===== src/rtl/freq_meter.sv =====
// Frequency meter: counts synchronized rising edges of i_signal over a gate
// window of GATE_CYCLES system clocks and reports the count, saturating on overflow.
module freq_meter #(
    parameter int FRECUENCY_IN = 50_000_000,
    parameter int GATE_CYCLES  = FRECUENCY_IN,
    parameter int COUNT_LENGTH = $clog2(FRECUENCY_IN),
    parameter int GATE_LENGTH  = $clog2(GATE_CYCLES)
) (
    input  logic                    i_clk_FPGA,
    input  logic                    i_reset,
    input  logic                    i_enable,
    input  logic                    i_signal,
    output logic [COUNT_LENGTH-1:0] o_frequency,
    output logic                    o_valid,
    output logic                    o_overflow,
    output logic                    o_busy
);

    typedef enum logic {IDLE, MEASURE} state_t;

    localparam logic [COUNT_LENGTH-1:0] EDGE_MAX  = '1;
    localparam logic [GATE_LENGTH-1:0]  GATE_LAST = GATE_LENGTH'(GATE_CYCLES - 1);

    state_t                  state;
    logic                    s1, s2, s3;
    logic                    edge_pulse;
    logic [GATE_LENGTH-1:0]  gate_cnt;
    logic [COUNT_LENGTH-1:0] edge_cnt;
    logic [COUNT_LENGTH-1:0] edge_next;
    logic                    ovf;
    logic                    ovf_next;
    logic                    at_max;
    logic                    last_cycle;

    assign edge_pulse = s2 & ~s3;
    assign at_max     = (edge_cnt == EDGE_MAX);
    assign last_cycle = (gate_cnt == GATE_LAST);

    // Count including this cycle's edge, so the last gate cycle is never lost.
    assign edge_next = (edge_pulse && !at_max) ? edge_cnt + 1'b1 : edge_cnt;
    assign ovf_next  = ovf | (edge_pulse & at_max);

    // NOTE: all state uses non-blocking assignments so every flop samples pre-edge values.
    always_ff @(posedge i_clk_FPGA) begin
        if (i_reset) begin
            state       <= IDLE;
            s1          <= 1'b0;
            s2          <= 1'b0;
            s3          <= 1'b0;
            gate_cnt    <= '0;
            edge_cnt    <= '0;
            ovf         <= 1'b0;
            o_frequency <= '0;
            o_valid     <= 1'b0;
            o_overflow  <= 1'b0;
            o_busy      <= 1'b0;
        end else begin
            s1      <= i_signal;
            s2      <= s1;
            s3      <= s2;
            o_valid <= 1'b0;

            case (state)
                IDLE: begin
                    gate_cnt <= '0;
                    edge_cnt <= '0;
                    ovf      <= 1'b0;
                    if (i_enable) begin
                        state  <= MEASURE;
                        o_busy <= 1'b1;
                    end
                end
                MEASURE: begin
                    if (last_cycle) begin
                        o_frequency <= edge_next;
                        o_overflow  <= ovf_next;
                        o_valid     <= 1'b1;
                        gate_cnt    <= '0;
                        edge_cnt    <= '0;
                        ovf         <= 1'b0;
                        if (!i_enable) begin
                            state  <= IDLE;
                            o_busy <= 1'b0;
                        end
                    end else if (!i_enable) begin
                        state    <= IDLE;
                        o_busy   <= 1'b0;
                        gate_cnt <= '0;
                        edge_cnt <= '0;
                        ovf      <= 1'b0;
                    end else begin
                        gate_cnt <= gate_cnt + 1'b1;
                        edge_cnt <= edge_next;
                        ovf      <= ovf_next;
                    end
                end
                default: state <= IDLE;
            endcase
        end
    end

endmodule

===== config.mk =====
export PLATFORM = sky130hd
export DESIGN_NAME = freq_meter
export DESIGN_NICKNAME = d
export VERILOG_FILES = /design/src/rtl/freq_meter.sv
export SDC_FILE = /design/constraint.sdc
export NUM_CORES = 1
export LEC_CHECK = 0
export CAP_MARGIN = 20
export CORE_ASPECT_RATIO = 1.1
export CORE_MARGIN = 2
export CORE_UTILIZATION = 55
export DETAILED_ROUTE_END_ITERATION = 6
export PLACE_DENSITY = 0.77
export SLEW_MARGIN = 5
export SYNTH_ARGS = -nofsm -noshare
export SYNTH_HDL_FRONTEND = slang
export SYNTH_SLANG_ARGS = --single-unit

===== constraint.sdc =====
create_clock -name i_clk_FPGA -period 5.92 [get_ports i_clk_FPGA]
set_input_delay 0.592 -clock i_clk_FPGA [delete_from_list [all_inputs] [get_ports i_clk_FPGA]]
set_output_delay 0.592 -clock i_clk_FPGA [all_outputs]
set_load 0.1 [all_outputs]

==> results of run 1 <==
==> power by group <==
part / internal [mW] / total [mW] / switching, mW / leakage (nW)
registers: 0.580 / 0.582 / 0.00171 / 0.693
clock network: 0.188 / 0.378 / 0.190 / 0.0907
logic: 0.00610 / 0.0202 / 0.0141 / 0.472
==> worst max path at each step <==
stage	startpoint	end	slack (ns)	cells after the start
global placement	gate_cnt[0]$_SDFF_PP0_	o_frequency[0]$_SDFFE_PP0P_	3.28	8
floorplan	gate_cnt[0]$_SDFF_PP0_	o_frequency[0]$_SDFFE_PP0P_	3.91	9
global route	gate_cnt[0]$_SDFF_PP0_	o_frequency[20]$_SDFFE_PP0P_	2.86	8
finish	gate_cnt[0]$_SDFF_PP0_	o_frequency[13]$_SDFFE_PP0P_	3.19	8
CTS	gate_cnt[0]$_SDFF_PP0_	o_frequency[20]$_SDFFE_PP0P_	3.15	8
detailed placement	gate_cnt[0]$_SDFF_PP0_	o_frequency[20]$_SDFFE_PP0P_	3.17	8
==> layout make-up <==
type | instances | share of cell area (%)
Multi-Input combinational cell | 297 | 43.04
Inverter | 7 | 0.6342
Tap cell | 80 | 2.416
Clock buffer | 9 | 2.990
Timing Repair Buffer | 34 | 8.094
Sequential cell | 86 | 41.56
Clock inverter | 5 | 1.268
==> through the flow <==
step	worst slack, ns	instance area (µm²)
2_1_floorplan	3.909	3610
3_3_place_gp	3.281	3966
3_5_place_dp	3.173	3966
4_1_cts	3.154	4143
5_1_grt	2.862	4143
6_report	3.187	4143
==> cells in the final DEF (no fill, tap or decap), types with 5 or more instances in the layout <==
| cell | netlist | final |
|---|---|---|
| nor2_1 | 87 | 87 |
| dfxtp_1 | 86 | 86 |
| clkdlybuf4s50_1 | 0 | 32 |
| a211oi_1 | 25 | 25 |
| nand3_1 | 23 | 23 |
| xor2_1 | 22 | 22 |
| xnor2_1 | 20 | 20 |
| nand2_1 | 18 | 18 |
| nand4_1 | 14 | 14 |
| nor3_1 | 14 | 14 |
| clkbuf_8 | 0 | 9 |
| and3_1 | 8 | 8 |
| nand2b_1 | 7 | 7 |
| nor2b_1 | 7 | 7 |
| inv_1 | 7 | 7 |
| a21oi_1 | 6 | 6 |
| or3_1 | 5 | 5 |
==> kinds of logic (layout without fill, tap and decap cells) <==
family	count (synthesis)	count (layout)	share of synthesized area, %
simple gates	208	208	29.43
buf+inv	25	55	2.912
mux	3	3	0.8319
compound gates	41	41	7.903
fa+ha+maj	3	3	1.040
xor+xnor	42	42	10.19
flops	86	86	47.69
==> state kept, by name (all words and copies together) (netlist names) <==
| signal | flops |
|---|---|
| edge_cnt | 26 |
| gate_cnt | 26 |
| o_busy | 1 |
| o_frequency | 26 |
| o_overflow | 1 |
| o_valid | 1 |
| ovf | 1 |
| s1 | 1 |
| s2 | 1 |
| s3 | 1 |
| state | 1 |
==> layer usage <==
| layer | part of all wire (%) | routed length (µm) | vias up |
|---|---|---|---|
| met4 | 0.80 | 54 | 0 |
| met2 | 51 | 3422 | 50 |
| met3 | 3.9 | 264 | 6 |
| met1 | 44 | 2992 | 1317 |
| li1 | - | - | 1458 |
| met5 | 0 | 0 | - |
==> worst register-to-register path: stages, from the launching register on <==
cell and delay (ns):
dfxtp_1 0.38, ha_1 0.21, nand3_1 0.10, or3_1 0.35, nor4_2 0.23, and2_1 0.70, buf_4 0.39, nor2_1 0.07
a211oi_1 0.22
==> results.toml, run 1 <==
[status]
outcome = "finished, final reports clean"

[floorplanning]
floorplan.initialDensity_pct = 57.58
die_h_um = 88.97
rows = 30
dieArea_mm2 = 0.007228
die_w_um = 81.24
pin_count = 33
core_mm2 = 0.006269

[sta]
finalCritPeriodShare_pct = 46.16
tightest_slew_ns = 1.021
fin_tns_setup_ns = 0
period_needed_ns = 2.733
grt_setup_unrepaired = "false"
worst_clock_skew_ns = 0.01075
setup_viol = 0
max-slew-margin-rel_pct = 31.95
hold-worst-slack_ns = 0.4461
maxSlewViolCount = 0
timing.fmax_mhz = 365.9
hold_viol = 0

[placed_design]
dpl.cell_count = 504
gp_congestion = 0.8410
io_buffers = 32
hpwl_um = 4815

[logic_synthesis]
ys_seq_elements = 86
synthCells = 408
synth_common_cells = "nor2_1 (87), dfxtp_1 (86), a211oi_1 (25)"
yosysMostFrequentCell = "nor2_1"
syn_area_mm2 = 0.003610
avgSynthCellArea_um2 = 8.847
syn-num-nets = 415
yosysSeqAreaShare_pct = 47.69
yosys_warnings = 0
synth_area_leaders = "dfxtp_1 (48%), nor2_1 (9.0%), xor2_1 (5.3%)"
yosys.area.top_type = "dfxtp_1"
synth_flop_cell = "dfxtp_1"
synth_cell_types = 42
netlist.area_leader.share_pct = 47.69
synth_edf_count = 0
async_reset_ff_share_pct = 0

[power_and_ir_drop]
p_total_mw = 0.9800
power.leakage_nw = 1.257
peakVddDrop_mv = 0.1554
cellPowerDensity_mw_per_mm2 = 236.6

[grt]
overflow = 0
grt_pass1_wl_um = 11490
grt_pass1_vias = 2674
grt_use_total_pct = 20.36
grt_max_degree = 53
grt_antenna_before_repair = 0
met1_usage_pct = 23.82
grt_busiest_layer = "met2"
grtUsageMet3_pct = 4.646
globalRouteMet2Util_pct = 36.96

[worst_setup_path]
critical-path-top-delay-family = "simple AND/OR/NAND/NOR gates"
required_ns = 6.18
worstSetupStartpointType = "flip-flop"
path_cells = "ha_1 > nand3_1 > or3_1 > nor4_2 > and2_1 > buf_4 > nor2_1 > a211oi_1"
crit_type = "reg -> reg"
crit_path_top_delay_cell = "and2_1"
end_kind = "flip-flop"
arrival_ns = 2.99
regToRegEndpoint = "o_frequency[13]$_SDFFE_PP0P_"
ff2ff_path_depth = 8
timing.rr.start = "gate_cnt[0]$_SDFF_PP0_"
crit_buf_inv = 1
path_max_fanout = 26
regToRegSetupSlack_ns = 3.19
max_stage_delay_ns = 0.70

[clock_tree]
clockRootBuffer = "clkbuf_8"
clock_path_buffers = 2
cts_tree = "yes"
numCtsBuffers = 9
cts_setup_buffers = 0
post_cts_resized = 0
cts_hold_buf = 0
clock_sinks = 86
htree_levels = 3
clk_pin_slew_ns = 0.08
clk_latency_ns = 0.35

[final_layout]
area_delta_synth_final_pct = 14.77
seq_area_mm2 = 0.001722
final_cell_count_no_fill = 518
fin_util_pct = 66.09
drive_gt1_share_pct = 5.708
nFillCells = 526
multi_input_area_mm2 = 0.001783
nets = 442
n_antenna_cell = 0

[routing]
drc_errors = 0
num_vias = 2831
wl_per_cell_um = 13.00
viasPerCell = 5.465
first_pass_iters = 4
drt_iter0_drc = 97
antenna_left = 0
wirelength_um = 6734

[worst_hold_path]
hold_depth = 1
hp-start = "s1$_SDFF_PP0_"
hold_class = "reg -> reg"
min_to = "s2$_SDFF_PP0_"

[job]
cap_violations = 0
(Power assumes the default switching activity.)
==> run 2: changes to the inputs <==
Clock period 5.92 ns to 2.66 ns, I/O delays scaled along.
==> run 2 against run 1 <==
Sequential power is 120% higher. Flip-flop and latch count stayed put. Sequential share of layout area is 0.10 points lower. Wire length is 7.1% higher. Combinational power is 130% higher. Worst setup slack worse by 2.7 ns. Clock skew is 0.0013 ns lower. First-iteration DRC count is 23% higher. Clock-buffer cell count is 2 higher. Core utilization is 0.16 points higher. Via count is 1.3% higher.
==> results.toml, run 2 (same netlist as run 1, synthesis figures left out) <==
[sta]
max-slew-margin-rel_pct = 57.87
hold-worst-slack_ns = 0.4683
timing.fmax_mhz = 464.0
setup_viol = 0
fin_tns_setup_ns = 0
period_needed_ns = 2.155
hold_viol = 0
maxSlewViolCount = 0
worst_clock_skew_ns = 0.009418
tightest_slew_ns = 0.6282
worst_slack_ns = 0.5047
finalCritPeriodShare_pct = 81.03
grt_setup_unrepaired = "false"

[worst_hold_path]
min_to = "s2$_SDFF_PP0_"
hold_class = "reg -> reg"
hold_depth = 1
hp-start = "s1$_SDFF_PP0_"

[routing]
wirelength_um = 7212
num_vias = 2867
viasPerCell = 5.482
wl_per_cell_um = 13.79
drc_errors = 0
drt_iter0_drc = 119
antenna_left = 0
first_pass_iters = 5

[power_and_ir_drop]
switchingPower_mw = 0.5004
power_frac_clock_pct = 43.1
swShare_pct = 21.21
peakVddDrop_mv = 0.4577
cellPowerDensity_mw_per_mm2 = 568.2
seqPwrFrac_pct = 54.9
power.internal_mw = 1.859
pwr-share-comb_pct = 2.0
power.leakage_nw = 1.344
p_total_mw = 2.360

[grt]
grt_busiest_layer = "met2"
grt_max_degree = 50
grt_antenna_before_repair = 0
grt_use_total_pct = 22.39
met1_usage_pct = 26.32
grt_pass1_wl_um = 12370
grtUsageMet3_pct = 4.545
grt_pass1_vias = 2729
globalRouteMet2Util_pct = 39.29
overflow = 0

[placed_design]
place_area_mm2 = 0.003929
dpl.cell_count = 507
place_worst_setup_slack_ns = 0.5428
hpwl_um = 5017
gp_congestion = 0.8366
io_buffers = 32

[worst_setup_path]
required_ns = 2.90
path_max_fanout = 49
path_cells = "ha_1 > nand3_1 > or3_1 > nor4_2 > and2_1 > buf_12 > mux2i_1 > nor2_1"
worstSetupStartpointType = "flip-flop"
regToRegSetupSlack_ns = 0.50
crit_type = "reg -> reg"
crit_path_top_delay_cell = "dfxtp_1"
end_kind = "flip-flop"
regToRegEndpoint = "o_frequency[6]$_SDFFE_PP0P_"
critical-path-top-delay-family = "simple AND/OR/NAND/NOR gates"
arrival_ns = 2.39
max_stage_delay_ns = 0.38
ff2ff_path_depth = 8
crit_buf_inv = 1
timing.rr.start = "gate_cnt[0]$_SDFF_PP0_"

[final_layout]
largest_registers = "edge_cnt x26, gate_cnt x26, o_frequency x26"
n_antenna_cell = 0
final_cell_count_no_fill = 523
fin_util_pct = 66.25
nets = 445
layout_commonest_cell = "nor2_1"
area_delta_synth_final_pct = 15.04
drive_gt1_share_pct = 13.09
fin_area_mm2 = 0.004153
multi_input_area_mm2 = 0.001783
seq_area_mm2 = 0.001722
nFillCells = 553
most-common-layout-cells = "nor2_1 (87), dfxtp_1 (86), buf_4 (33)"

[floorplanning]
core_mm2 = 0.006269
pin_count = 33
rows = 30
die_w_um = 81.24
floorplan.initialDensity_pct = 57.58
die_h_um = 88.97
dieArea_mm2 = 0.007228

[clock_tree]
numCtsBuffers = 9
cts_tree = "yes"
cts_hold_buf = 0
cts_setup_buffers = 0
htree_levels = 3
post_cts_resized = 0
clockRootBuffer = "clkbuf_8"
clock_path_buffers = 2
clock_sinks = 86
clk_pin_slew_ns = 0.08
clk_latency_ns = 0.36

[status]
outcome = "finished, final reports clean"

[job]
cap_violations = 0
## run 2: cell count changes in the layout (fill, tap and decap cells not counted), sizes merged
cell	before	now
clkbuf	9	11
clkinv	3	0
buf	2	34
clkinvlp	1	3
bufinv	1	2
clkdlybuf4s50	32	3
## run 2: metal layers
metal	vias to the layer above	share of wire [%]
met1	1329	45
met3	17	3.3
met2	49	49
li1	1472	-
met4	0	2.5
met5	-	0
## run 2: power by group through the flow
stage | Clock, mW | Sequential (mW) | Combinational [mW]
2_1_floorplan | 0 | 1.33 | 0.0224
6_report | 1.02 | 1.29 | 0.0470
5_1_grt | 1.09 | 1.30 | 0.0511
4_1_cts | 1.04 | 1.29 | 0.0474
3_5_place_dp | 0 | 1.32 | 0.0471
3_3_place_gp | 0 | 1.32 | 0.0469
## run 2: area by class of cell
class                           count  share of cell area [%]
Tap cell                           80                   2.410
Inverter                            7                  0.6327
Sequential cell                    86                   41.46
Multi-Input combinational cell    297                   42.93
Timing Repair Buffer               37                   7.171
Clock buffer                       11                   3.405
Clock inverter                      5                   1.989
## run 2: how the worst max path moves through the flow
stage | startpoint | to | slack, ns | cells past startpoint
after floorplan | gate_cnt[0]$_SDFF_PP0_ | o_frequency[0]$_SDFFE_PP0P_ | 0.65 | 9
after global placement | gate_cnt[0]$_SDFF_PP0_ | o_frequency[6]$_SDFFE_PP0P_ | 0.63 | 8
after detailed placement | gate_cnt[0]$_SDFF_PP0_ | o_frequency[19]$_SDFFE_PP0P_ | 0.54 | 8
after CTS | gate_cnt[0]$_SDFF_PP0_ | o_frequency[19]$_SDFFE_PP0P_ | 0.49 | 8
after global routing | gate_cnt[0]$_SDFF_PP0_ | o_frequency[14]$_SDFFE_PP0P_ | 0.27 | 8
final | gate_cnt[0]$_SDFF_PP0_ | o_frequency[6]$_SDFFE_PP0P_ | 0.50 | 8
==> run 3: changes to the inputs <==
Clock period 2.66 ns to 2.1 ns, I/O delays scaled along.
==> run 3 against run 2 <==
Via count rose by 1.0%. Die area stayed put. Sequential power rose by 27%. Register-to-register slack worse by 0.40 ns. Largest cell class unchanged. Critical endpoint unchanged. Power grew 21%. Largest power group unchanged. Critical path type unchanged. Clock skew rose by 0.00059 ns. Critical path depth unchanged.
==> results.toml, run 3 (same netlist as run 1, synthesis figures left out) <==
[routing]
first_pass_iters = 4
viasPerCell = 5.413
antenna_left = 0
drc_errors = 0
wirelength_um = 7214
num_vias = 2896
drt_iter0_drc = 99
wl_per_cell_um = 13.48

[floorplanning]
pin_count = 33
die_w_um = 81.24
dieArea_mm2 = 0.007228
die_h_um = 88.97
rows = 30
core_mm2 = 0.006269
floorplan.initialDensity_pct = 57.58

[worst_hold_path]
hold_class = "in -> reg"
min_to = "s1$_SDFF_PP0_"
hold_depth = 2
hp-start = "i_signal"

[power_and_ir_drop]
swShare_pct = 22.45
power.leakage_nw = 1.424
pwr-share-comb_pct = 2.2
power.internal_mw = 2.208
seqPwrFrac_pct = 57.6
p_total_mw = 2.847
peakVddDrop_mv = 0.4436
cellPowerDensity_mw_per_mm2 = 666.4
switchingPower_mw = 0.6391
power_frac_clock_pct = 40.2

[worst_setup_path]
crit_path_start = "gate_cnt[1]$_SDFF_PP0_"
crit_path_top_delay_cell = "or3_1"
required_ns = 2.34
path_max_fanout = 25
arrival_ns = 2.24
critical-path-top-delay-family = "simple AND/OR/NAND/NOR gates"
ff2ff_path_depth = 8
worstSetupStartpointType = "flip-flop"
end_kind = "flip-flop"
regToRegEndpoint = "o_frequency[6]$_SDFFE_PP0P_"
timing.rr.start = "gate_cnt[1]$_SDFF_PP0_"
max_stage_delay_ns = 0.38
regToRegSetupSlack_ns = 0.10
path_cells = "ha_2 > nand3_1 > or3_1 > nor4_4 > and2_4 > buf_12 > mux2i_1 > nor2_1"
crit_type = "reg -> reg"
crit_buf_inv = 1

[final_layout]
fin_util_pct = 68.14
final_cell_count_no_fill = 535
n_antenna_cell = 0
seq_area_mm2 = 0.001723
drive_gt1_share_pct = 16.26
most-common-layout-cells = "nor2_1 (87), dfxtp_1 (85), buf_4 (43)"
nFillCells = 534
largest_registers = "edge_cnt x26, gate_cnt x26, o_frequency x26"
area_delta_synth_final_pct = 18.34
nets = 457
multi_input_area_mm2 = 0.001814
layout_commonest_cell = "nor2_1"

[grt]
grt_max_degree = 50
grt_use_total_pct = 21.52
grt_pass1_vias = 2703
grt_pass1_wl_um = 11990
overflow = 0
grt_antenna_before_repair = 0

[sta]
max-slew-margin-rel_pct = 69.63
timing.fmax_mhz = 500.3
worst_slack_ns = 0.1010
maxSlewViolCount = 0
setup_viol = 0
period_needed_ns = 1.999
finalCritPeriodShare_pct = 95.19
worst_clock_skew_ns = 0.01001
tightest_slew_ns = 0.4555
hold_viol = 0

[placed_design]
hpwl_um = 5107
gp_congestion = 0.8826
io_buffers = 32
dpl.cell_count = 518
place_worst_setup_slack_ns = -0.001470

[clock_tree]
clock_sinks = 86
clk_latency_ns = 0.36
htree_levels = 3
clockRootBuffer = "clkbuf_8"
clock_path_buffers = 2
cts_tree = "yes"
clk_pin_slew_ns = 0.08
cts_hold_buf = 0
numCtsBuffers = 9

[job]
cap_violations = 0

[status]
outcome = "finished, final reports clean"
==> run 3: metrics by stage <==
step	hold slack [ns]	instance area [µm²]	setup TNS [ns]
6_report	0.4043	4272	0
5_1_grt	0.4164	4272	-0.4276
4_1_cts	0.4011	4219	0
3_5_place_dp	0.4626	4024	-0.001470
3_3_place_gp	0.4413	4024	0
2_1_floorplan	0.3382	3610	0
==> run 3: worst max path at each step <==
stage | to | slack [ns] | depth (start not counted)
after floorplan | o_frequency[0]$_SDFFE_PP0P_ | 0.09 | 9
after global placement | o_frequency[6]$_SDFFE_PP0P_ | 0.08 | 8
after detailed placement | o_frequency[10]$_SDFFE_PP0P_ | -0.001 | 7
after CTS | o_frequency[6]$_SDFFE_PP0P_ | 0.002 | 8
after global routing | o_frequency[8]$_SDFFE_PP0P_ | -0.05 | 8
final | o_frequency[6]$_SDFFE_PP0P_ | 0.10 | 8
==> run 3: final cells by class <==
class | count | share of cell area (%)
clock buffer | 11 | 3.076
clock inverter | 5 | 1.377
inverter | 7 | 0.6151
multi-input combinational | 297 | 42.47
sequential | 86 | 40.33
tap | 80 | 2.343
timing repair buffer | 49 | 9.783
==> run 3: worst reg2reg max path, cell delays in order, from the launching register on <==
cell     delay [ns]
dfxtp_1        0.37
ha_2           0.21
nand3_1        0.09
or3_1          0.38
nor4_4         0.20
and2_4         0.23
buf_12         0.16
mux2i_1        0.20
nor2_1         0.05
==> run 3: repair_timing <==
item                                    in CTS  in global routing
endpoints found under the hold margin        0                  0
cloned                                       0                  1
endpoints found under the setup margin       2                 42
buffers inserted                             0                  0
gates resized for setup                      1                  7
==> run 3: power groups by stage <==
stage / logic [mW] / clock network (mW) / registers, mW
after floorplan: 0.0284 / 0 / 1.69
after global placement: 0.0610 / 0 / 1.68
after detailed placement: 0.0622 / 0 / 1.68
after CTS: 0.0625 / 1.16 / 1.64
after global routing: 0.0669 / 1.22 / 1.64
final: 0.0620 / 1.14 / 1.64
==> run 3: per-layer routing <==
layer / vias to the layer above / global-route usage, % / part of all wire (%)
met1: 1364 / 24.94 / 44
met4: 0 / 7.088 / 1.2
met5: - / 0 / 0
met3: 10 / 5.455 / 3.3
li1: 1488 / - / -
met2: 34 / 38.77 / 51
